**src/rtl/mdu_iter_if.sv**
```systemverilog
// mdu_iter_if: request/response bundle between the EX-stage pipeline and
// the iterative multiply/divide unit.
//   master (pipeline): drives start, op_div, op_signed, annul, opa, opb;
//                      receives busy, stallreq, done, div_by_zero,
//                      result_hi, result_lo.
//   slave  (mdu_iter): the mirror image.
interface mdu_iter_if #(
    parameter int WIDTH = 32
);
    logic             start;
    logic             op_div;
    logic             op_signed;
    logic             annul;
    logic [WIDTH-1:0] opa;
    logic [WIDTH-1:0] opb;
    logic             busy;
    logic             stallreq;
    logic             done;
    logic             div_by_zero;
    logic [WIDTH-1:0] result_hi;
    logic [WIDTH-1:0] result_lo;

    modport master (
        output start, op_div, op_signed, annul, opa, opb,
        input  busy, stallreq, done, div_by_zero, result_hi, result_lo
    );

    modport slave (
        input  start, op_div, op_signed, annul, opa, opb,
        output busy, stallreq, done, div_by_zero, result_hi, result_lo
    );
endinterface

```
**src/rtl/mdu_iter.sv**
```systemverilog
// mdu_iter: shared iterative multiply / divide unit for the EX stage.
// Shift-add multiply (LSB of multiplier first) and restoring divide
// (one quotient bit per cycle, MSB first) on operand magnitudes, with
// sign correction applied when the result is registered.
// Ports:
//   clk, rst      clock, synchronous active-high reset
//   bus (slave)   start/op_div/op_signed/annul/opa/opb in;
//                 busy/stallreq/done/div_by_zero/result_hi/result_lo out
//   result_hi/lo  multiply: product high/low; divide: remainder/quotient
module mdu_iter #(
    parameter  int WIDTH = 32,
    localparam int CNT_W = $clog2(WIDTH) + 1
) (
    input  logic      clk,
    input  logic      rst,
    mdu_iter_if.slave bus
);

    typedef enum logic [1:0] {
        ST_IDLE = 2'd0,
        ST_CALC = 2'd1,
        ST_DONE = 2'd2
    } state_t;

    state_t             state_r, state_s;
    logic [CNT_W-1:0]   cnt_r;
    // Multiply: {partial product high, remaining multiplier bits}.
    // Divide:   {partial remainder, remaining dividend / quotient bits}.
    logic [2*WIDTH-1:0] acc_r;
    logic [WIDTH-1:0]   opd_r;      // multiplicand magnitude or divisor magnitude
    logic               is_div_r;
    logic               neg_lo_r;   // negate product / quotient
    logic               neg_hi_r;   // negate remainder
    logic [WIDTH-1:0]   res_hi_r, res_lo_r;
    logic               dbz_r, done_r, busy_r;

    logic               sa_s, sb_s, accept_s, last_s, dz_s, finish_s, q_bit_s;
    logic [WIDTH-1:0]   a_mag_s, b_mag_s, rem_new_s, res_hi_s, res_lo_s;
    logic [WIDTH:0]     mul_sum_s, rem_sh_s;
    logic [2*WIDTH-1:0] mul_next_s, div_next_s, step_s, prod_s;

    assign sa_s     = bus.op_signed & bus.opa[WIDTH-1];
    assign sb_s     = bus.op_signed & bus.opb[WIDTH-1];
    assign a_mag_s  = sa_s ? -bus.opa : bus.opa;
    assign b_mag_s  = sb_s ? -bus.opb : bus.opb;
    assign accept_s = (state_r == ST_IDLE) & bus.start & ~bus.annul;
    assign last_s   = (cnt_r == CNT_W'(WIDTH - 1));
    assign dz_s     = is_div_r & (opd_r == {WIDTH{1'b0}});
    assign finish_s = (state_r == ST_CALC) & ~bus.annul & (dz_s | last_s);

    // Multiply step: add multiplicand into the high half when the current
    // multiplier bit is set, then shift the whole accumulator right.
    assign mul_sum_s  = {1'b0, acc_r[2*WIDTH-1:WIDTH]}
                      + (acc_r[0] ? {1'b0, opd_r} : {(WIDTH+1){1'b0}});
    assign mul_next_s = {mul_sum_s, acc_r[WIDTH-1:1]};

    // Divide step: the shifted remainder needs WIDTH+1 bits before the compare.
    assign rem_sh_s   = acc_r[2*WIDTH-1:WIDTH-1];
    assign q_bit_s    = (rem_sh_s >= {1'b0, opd_r});
    assign rem_new_s  = WIDTH'(rem_sh_s - {1'b0, opd_r});
    assign div_next_s = {(q_bit_s ? rem_new_s : rem_sh_s[WIDTH-1:0]),
                         acc_r[WIDTH-2:0], q_bit_s};

    assign step_s = is_div_r ? div_next_s : mul_next_s;
    assign prod_s = neg_lo_r ? -step_s : step_s;

    // Final result selection; the last iteration and sign correction share one edge.
    always_comb begin
        res_hi_s = prod_s[2*WIDTH-1:WIDTH];
        res_lo_s = prod_s[WIDTH-1:0];
        if (dz_s) begin
            // Re-negating the dividend magnitude restores opa as presented.
            res_hi_s = neg_hi_r ? -acc_r[WIDTH-1:0] : acc_r[WIDTH-1:0];
            res_lo_s = {WIDTH{1'b1}};
        end else if (is_div_r) begin
            res_hi_s = neg_hi_r ? -step_s[2*WIDTH-1:WIDTH] : step_s[2*WIDTH-1:WIDTH];
            res_lo_s = neg_lo_r ? -step_s[WIDTH-1:0] : step_s[WIDTH-1:0];
        end else begin
            res_hi_s = prod_s[2*WIDTH-1:WIDTH];
            res_lo_s = prod_s[WIDTH-1:0];
        end
    end

    // State register.
    always_ff @(posedge clk) begin
        if (rst) begin
            state_r <= ST_IDLE;
        end else begin
            state_r <= state_s;
        end
    end

    // Next-state logic; annul has priority over completion.
    always_comb begin
        state_s = state_r;
        case (state_r)
            ST_IDLE: begin
                if (accept_s) begin
                    state_s = ST_CALC;
                end else begin
                    state_s = ST_IDLE;
                end
            end
            ST_CALC: begin
                if (bus.annul) begin
                    state_s = ST_IDLE;
                end else if (dz_s | last_s) begin
                    state_s = ST_DONE;
                end else begin
                    state_s = ST_CALC;
                end
            end
            ST_DONE: state_s = ST_IDLE;
            default: state_s = ST_IDLE;
        endcase
    end

    // Operand latch, iteration datapath and result registers.
    always_ff @(posedge clk) begin
        if (rst) begin
            cnt_r    <= {CNT_W{1'b0}};
            acc_r    <= {(2*WIDTH){1'b0}};
            opd_r    <= {WIDTH{1'b0}};
            is_div_r <= 1'b0;
            neg_lo_r <= 1'b0;
            neg_hi_r <= 1'b0;
            res_hi_r <= {WIDTH{1'b0}};
            res_lo_r <= {WIDTH{1'b0}};
            dbz_r    <= 1'b0;
            done_r   <= 1'b0;
            busy_r   <= 1'b0;
        end else begin
            busy_r <= (state_s != ST_IDLE);
            done_r <= (state_s == ST_DONE);
            if (accept_s) begin
                is_div_r <= bus.op_div;
                neg_lo_r <= sa_s ^ sb_s;
                neg_hi_r <= bus.op_div ? sa_s : (sa_s ^ sb_s);
                opd_r    <= bus.op_div ? b_mag_s : a_mag_s;
                acc_r    <= {{WIDTH{1'b0}}, (bus.op_div ? a_mag_s : b_mag_s)};
                cnt_r    <= {CNT_W{1'b0}};
            end else if ((state_r == ST_CALC) && !bus.annul) begin
                acc_r <= step_s;
                cnt_r <= cnt_r + {{(CNT_W-1){1'b0}}, 1'b1};
            end
            if (finish_s) begin
                res_hi_r <= res_hi_s;
                res_lo_r <= res_lo_s;
                dbz_r    <= dz_s;
            end
        end
    end

    assign bus.busy        = busy_r;
    assign bus.done        = done_r & ~bus.annul;
    assign bus.stallreq    = accept_s | (state_r == ST_CALC);
    assign bus.div_by_zero = dbz_r;
    assign bus.result_hi   = res_hi_r;
    assign bus.result_lo   = res_lo_r;

endmodule

```
**src/flat_wrapper.sv**
```systemverilog
// flat-port wrapper written by rule: the top's interface ports become plain ports
module mdu_iter_flat 
#(
    parameter  int WIDTH = 32,
    localparam int CNT_W = $clog2(WIDTH) + 1
)
  (clk, rst, bus_start, bus_op_div, bus_op_signed, bus_annul, bus_opa, bus_opb, bus_busy, bus_stallreq, bus_done, bus_div_by_zero, bus_result_hi, bus_result_lo);
  mdu_iter_if #(.WIDTH(WIDTH)) bus_i ();
  input  logic clk;
  input  logic rst;
  input wire logic [$bits(bus_i.start)-1:0] bus_start;
  input wire logic [$bits(bus_i.op_div)-1:0] bus_op_div;
  input wire logic [$bits(bus_i.op_signed)-1:0] bus_op_signed;
  input wire logic [$bits(bus_i.annul)-1:0] bus_annul;
  input wire logic [$bits(bus_i.opa)-1:0] bus_opa;
  input wire logic [$bits(bus_i.opb)-1:0] bus_opb;
  output wire logic [$bits(bus_i.busy)-1:0] bus_busy;
  output wire logic [$bits(bus_i.stallreq)-1:0] bus_stallreq;
  output wire logic [$bits(bus_i.done)-1:0] bus_done;
  output wire logic [$bits(bus_i.div_by_zero)-1:0] bus_div_by_zero;
  output wire logic [$bits(bus_i.result_hi)-1:0] bus_result_hi;
  output wire logic [$bits(bus_i.result_lo)-1:0] bus_result_lo;
  assign bus_i.start = bus_start;
  assign bus_i.op_div = bus_op_div;
  assign bus_i.op_signed = bus_op_signed;
  assign bus_i.annul = bus_annul;
  assign bus_i.opa = bus_opa;
  assign bus_i.opb = bus_opb;
  assign bus_busy = bus_i.busy;
  assign bus_stallreq = bus_i.stallreq;
  assign bus_done = bus_i.done;
  assign bus_div_by_zero = bus_i.div_by_zero;
  assign bus_result_hi = bus_i.result_hi;
  assign bus_result_lo = bus_i.result_lo;
  mdu_iter #(.WIDTH(WIDTH)) u_core (.clk(clk), .rst(rst), .bus(bus_i));
endmodule
```
**config.mk**
```make
export PLATFORM = sky130hd
export DESIGN_NAME = mdu_iter_flat
export DESIGN_NICKNAME = d
export VERILOG_FILES = /design/src/rtl/mdu_iter_if.sv /design/src/rtl/mdu_iter.sv /design/src/flat_wrapper.sv
export SDC_FILE = /design/constraint.sdc
export NUM_CORES = 1
export LEC_CHECK = 0
export CORE_ASPECT_RATIO = 1.2
export CORE_UTILIZATION = 55
export DETAILED_ROUTE_END_ITERATION = 16
export PLACE_DENSITY = 0.84
export SYNTH_ARGS = -nofsm -noshare
export SYNTH_HDL_FRONTEND = slang
export SYNTH_SLANG_ARGS = --single-unit
export TNS_END_PERCENT = 30
```
**constraint.sdc**
```tcl
create_clock -name clk -period 13.2 [get_ports clk]
set_input_delay 2.64 -clock clk [delete_from_list [all_inputs] [get_ports clk]]
set_output_delay 2.64 -clock clk [all_outputs]
set_load 0.005 [all_outputs]
```
==> out/metrics.csv <==
stage;metric;value;unit
run_status;status;finished, final reports clean;
critical_path;r2r setup slk;7.16;ns
synthesis;Yosys reg bits;174;
sta;Clock Skew;0.0207;ns
critical_path;most frequent cell on the critical path;clkdlybuf4s50_1;
clocking;Setup Buffers After CTS;0;
synthesis;Post-synth top flop;dfxtp_1;
detailed_routing;Iteration-0 DRC Markers;1919;
synthesis;Synth Cell Area;16600;um^2
placement;port bufs;137;
detailed_routing;wire per inst;23.9;um
placement;DP Area;18000;um^2
floorplan;row count;69;
clocking;Hold Buf Count CTS;0;
clocking;# clock sinks;174;
placement;DP Wirelength;51900;um
detailed_routing;first-pass detailed-route iteration total;7;
critical_path;slowest stage delay, CP;0.54;ns
critical_path;Buf/Inv on CP;2;
critical_path;Req. time, crit path;10.56;ns
clocking;H-tree depth;4;
synthesis;Yosys cell types;86;
floorplan;Core ar.;29600;um^2
sta;worst slew pin tran;1.39;ns
synthesis;combinational family with the most area after synthesis;compound AO/OA/AOI/OAI gates;
finish;Final Instance Area;18600;um^2
sta;Final Max Slew Viols;0;
finish;Antenna Cells;0;
critical_path;Crit Path Class;in2out;
pwr;Max rail drop VDD;0.0973;mV
synthesis;sequential element share of the synthesized area;0.210;
clocking;CTS tree;built;
pwr;Leak;6.76;nW
clocking;PostCTS Resize Cnt;0;
sta;TNS Setup;0;ns
sta;worst hold slack;0.464;ns
finish;Post-Layout Cell Count;2803;
sta;endpoints failing hold;0;
synthesis;Post-Synth Simple-Gate Area;0.254;
floorplan;die span in y;192;um
floorplan;Die W;160;um
clocking;Worst-Skew Late Latency;0.45;ns
detailed_routing;Post-DRT Antenna Nets;0;
sta;RSZ-0062 raised after global routing;false;
detailed_routing;via/cell ratio;6.77;
detailed_routing;Detailed Route WL;67000;um
synthesis;adder-cell share of the synthesized area;0.0552;
floorplan;Starting Density;0.560;
synthesis;synth top area cells;dfxtp_1 (21%), a21oi_1 (7.1%), nand2_1 (6.8%);
critical_path;CP Launch Type;input port;
synthesis;number of flops mapped to enable cells by yosys;0;
grt;total grt overflow;0;
finish;area delta synth->final;12.4;%
finish;layout cell share with drive strength beyond 1;0.0481;
clocking;root buffer cell;clkbuf_16;
synthesis;post-synthesis cell count;2378;
sta;Final setup viols;0;
clocking;CTS buffer count;17;
sta;period utilisation layout;0.512;
synthesis;count leader, synth;nand2_1;
floorplan;I/O pin count;138;
finish;layout net count;2542;
synthesis;post-synthesis mux area share;0.0336;
clocking;clk slew on worst S/H paths;0.07;ns
critical_path;Slowest cell on crit path;clkdlybuf4s50_1;
sta;Rel. slew slack;0.0686;
hold_path;Worst Hold Class;reg2reg;
grt;number of global-route vias before repair;17600;
placement;dpl cells;2771;
synthesis;ys async rst share;0;
critical_path;crit end category;output port;
synthesis;Yosys top cell area share;0.210;
pwr;PD cells;89.3;nW/um^2
synthesis;Yosys top cell by area;dfxtp_1;
synthesis;Post-Synth XOR/XNOR Area;0.0940;
detailed_routing;vias;19000;
floorplan;die area;30800;um^2
critical_path;crit path DAT;4.12;ns
finish;final core occ;0.629;
synthesis;syn nets;2520;
synthesis;post-synthesis compound-gate area fraction;0.297;
grt;largest net degree at the start of global routing;95;
critical_path;CP max FO;6;
clocking;Max Root-Sink Buffers;2;
critical_path;kind of cell adding the most delay to the critical path;buffers and inverters;
synthesis;synth cell count leaders;nand2_1 (299), nor2_1 (276), a21oi_1 (236);
grt;initial antenna violation count;1;
grt;first-pass GRT wire length;102000;um
detailed_routing;DRC viols;0;
sta;f_max;148;MHz
critical_path;crit-path cells;clkdlybuf4s50_1 > nor2_1 > nand3_2 > o21ai_0 > clkdlybuf4s50_1;
sta;shortest period the worst path allows;6.76;ns
synthesis;Yosys warnings;0;
grt;GRT Total Usage;0.431;
synthesis;average cell area after synthesis;6.97;um^2
run;max_cap viols;0;
placement;Routability Congestion;1.02;
-- registers in the layout (all words and copies together) (netlist names), 2 cells and up --
signal                cells
u_core.acc_r             64
u_core.bus.result_hi     32
u_core.bus.result_lo     32
u_core.opd_r             32
u_core.cnt_r              6
u_core.state_r            2
-- worst reg2reg max path, cell delays in order, from the launching register on --
cell,delay [ns]
dfxtp_1,0.45
inv_1,0.13
ha_1,0.31
nor2b_1,0.17
o31ai_2,0.53
a2111oi_4,0.21
o31a_1,0.35
nor2_2,0.13
nand2_1,0.13
o21ai_0,0.33
ha_1,0.35
o21ai_0,0.15
nor2_1,0.23
nand2_1,0.21
nor3_1,0.29
a31oi_1,0.27
a211oi_1,0.63
a21oi_1,0.23
o31ai_1,0.33
xnor2_1,0.26
nand3_1,0.14
a21oi_1,0.16
-- metrics by stage --
stage / power, mW / setup slack [ns]
floorplan: 0.945 / 6.99
global placement: 1.12 / 6.49
detailed placement: 1.12 / 6.44
CTS: 1.64 / 6.43
global route: 1.72 / 6.33
finish: 1.66 / 6.44
-- routing by layer --
layer,GRT usage,wire length (um),vias to the layer above
met2,0.713,30700,1080
met4,0.316,5420,2
li1,-,-,8696
met3,0.0754,5710,264
met5,0,13,-
met1,0.503,25100,8932
-- final timing paths --
path,startpoint,end,cells after the start
worst max-delay path,bus_annul,bus_stallreq,5
worst min-delay path,u_core.opd_r[5]$_SDFFE_PP0P_,u_core.opd_r[5]$_SDFFE_PP0P_,2
worst max register to register,u_core.opd_r[1]$_SDFFE_PP0P_,u_core.bus.result_hi[26]$_SDFFE_PP0P_,21
worst min register to register,u_core.opd_r[5]$_SDFFE_PP0P_,u_core.opd_r[5]$_SDFFE_PP0P_,2
-- placed cells by master (no fill, tap or decap), drive strengths merged, types with 9 or more instances in the layout --
cell           count
or4               19
clkdlybuf4s50    135
a311oi            12
nor3b             13
or3               31
xor2              72
and2              21
a21oi            236
dfxtp            174
nand2            300
o21ai            142
clkbuf            18
inv               83
xnor2            106
o31a              13
nand3             41
o211ai            70
nor2             277
nand4             28
nor2b             12
mux2i             50
or2                9
and3              18
nor4              38
a31oi             33
nand2b            19
o31ai             26
nor3              66
ha                70
buf               32
a22oi             18
a211oi            81
a21o              20
-- power by group --
group / leakage, nW / internal, mW / total [mW] / switching, mW
clock: 0.290 / 0.257 / 0.528 / 0.270
combinational: 5.06 / 0.197 / 0.563 / 0.366
sequential: 1.41 / 0.540 / 0.573 / 0.0328
total: 6.76 / 0.994 / 1.66 / 0.669
-- logic make-up (layout without fill, tap and decap cells) --
family                   Yosys count  after routing
AND/OR/NAND/NOR                  907            907
adder cells (fa/ha/maj)           72             72
flip-flops                       174            174
buffers and inverters            237            272
multiplexers                      55             55
AO/OA/AOI/OAI                    755            755
XOR/XNOR                         178            178
-- final cells by class --
type                            instances  area [um^2]
Fill cell                            2791        11000
Sequential cell                       174         3490
Inverter                               73          274
Clock inverter                         14          160
Timing Repair Buffer                  167         1590
Clock buffer                           18          429
Multi-Input combinational cell       1967        12200
Tap cell                              390          488
Power figures use the tool's default switching activity.
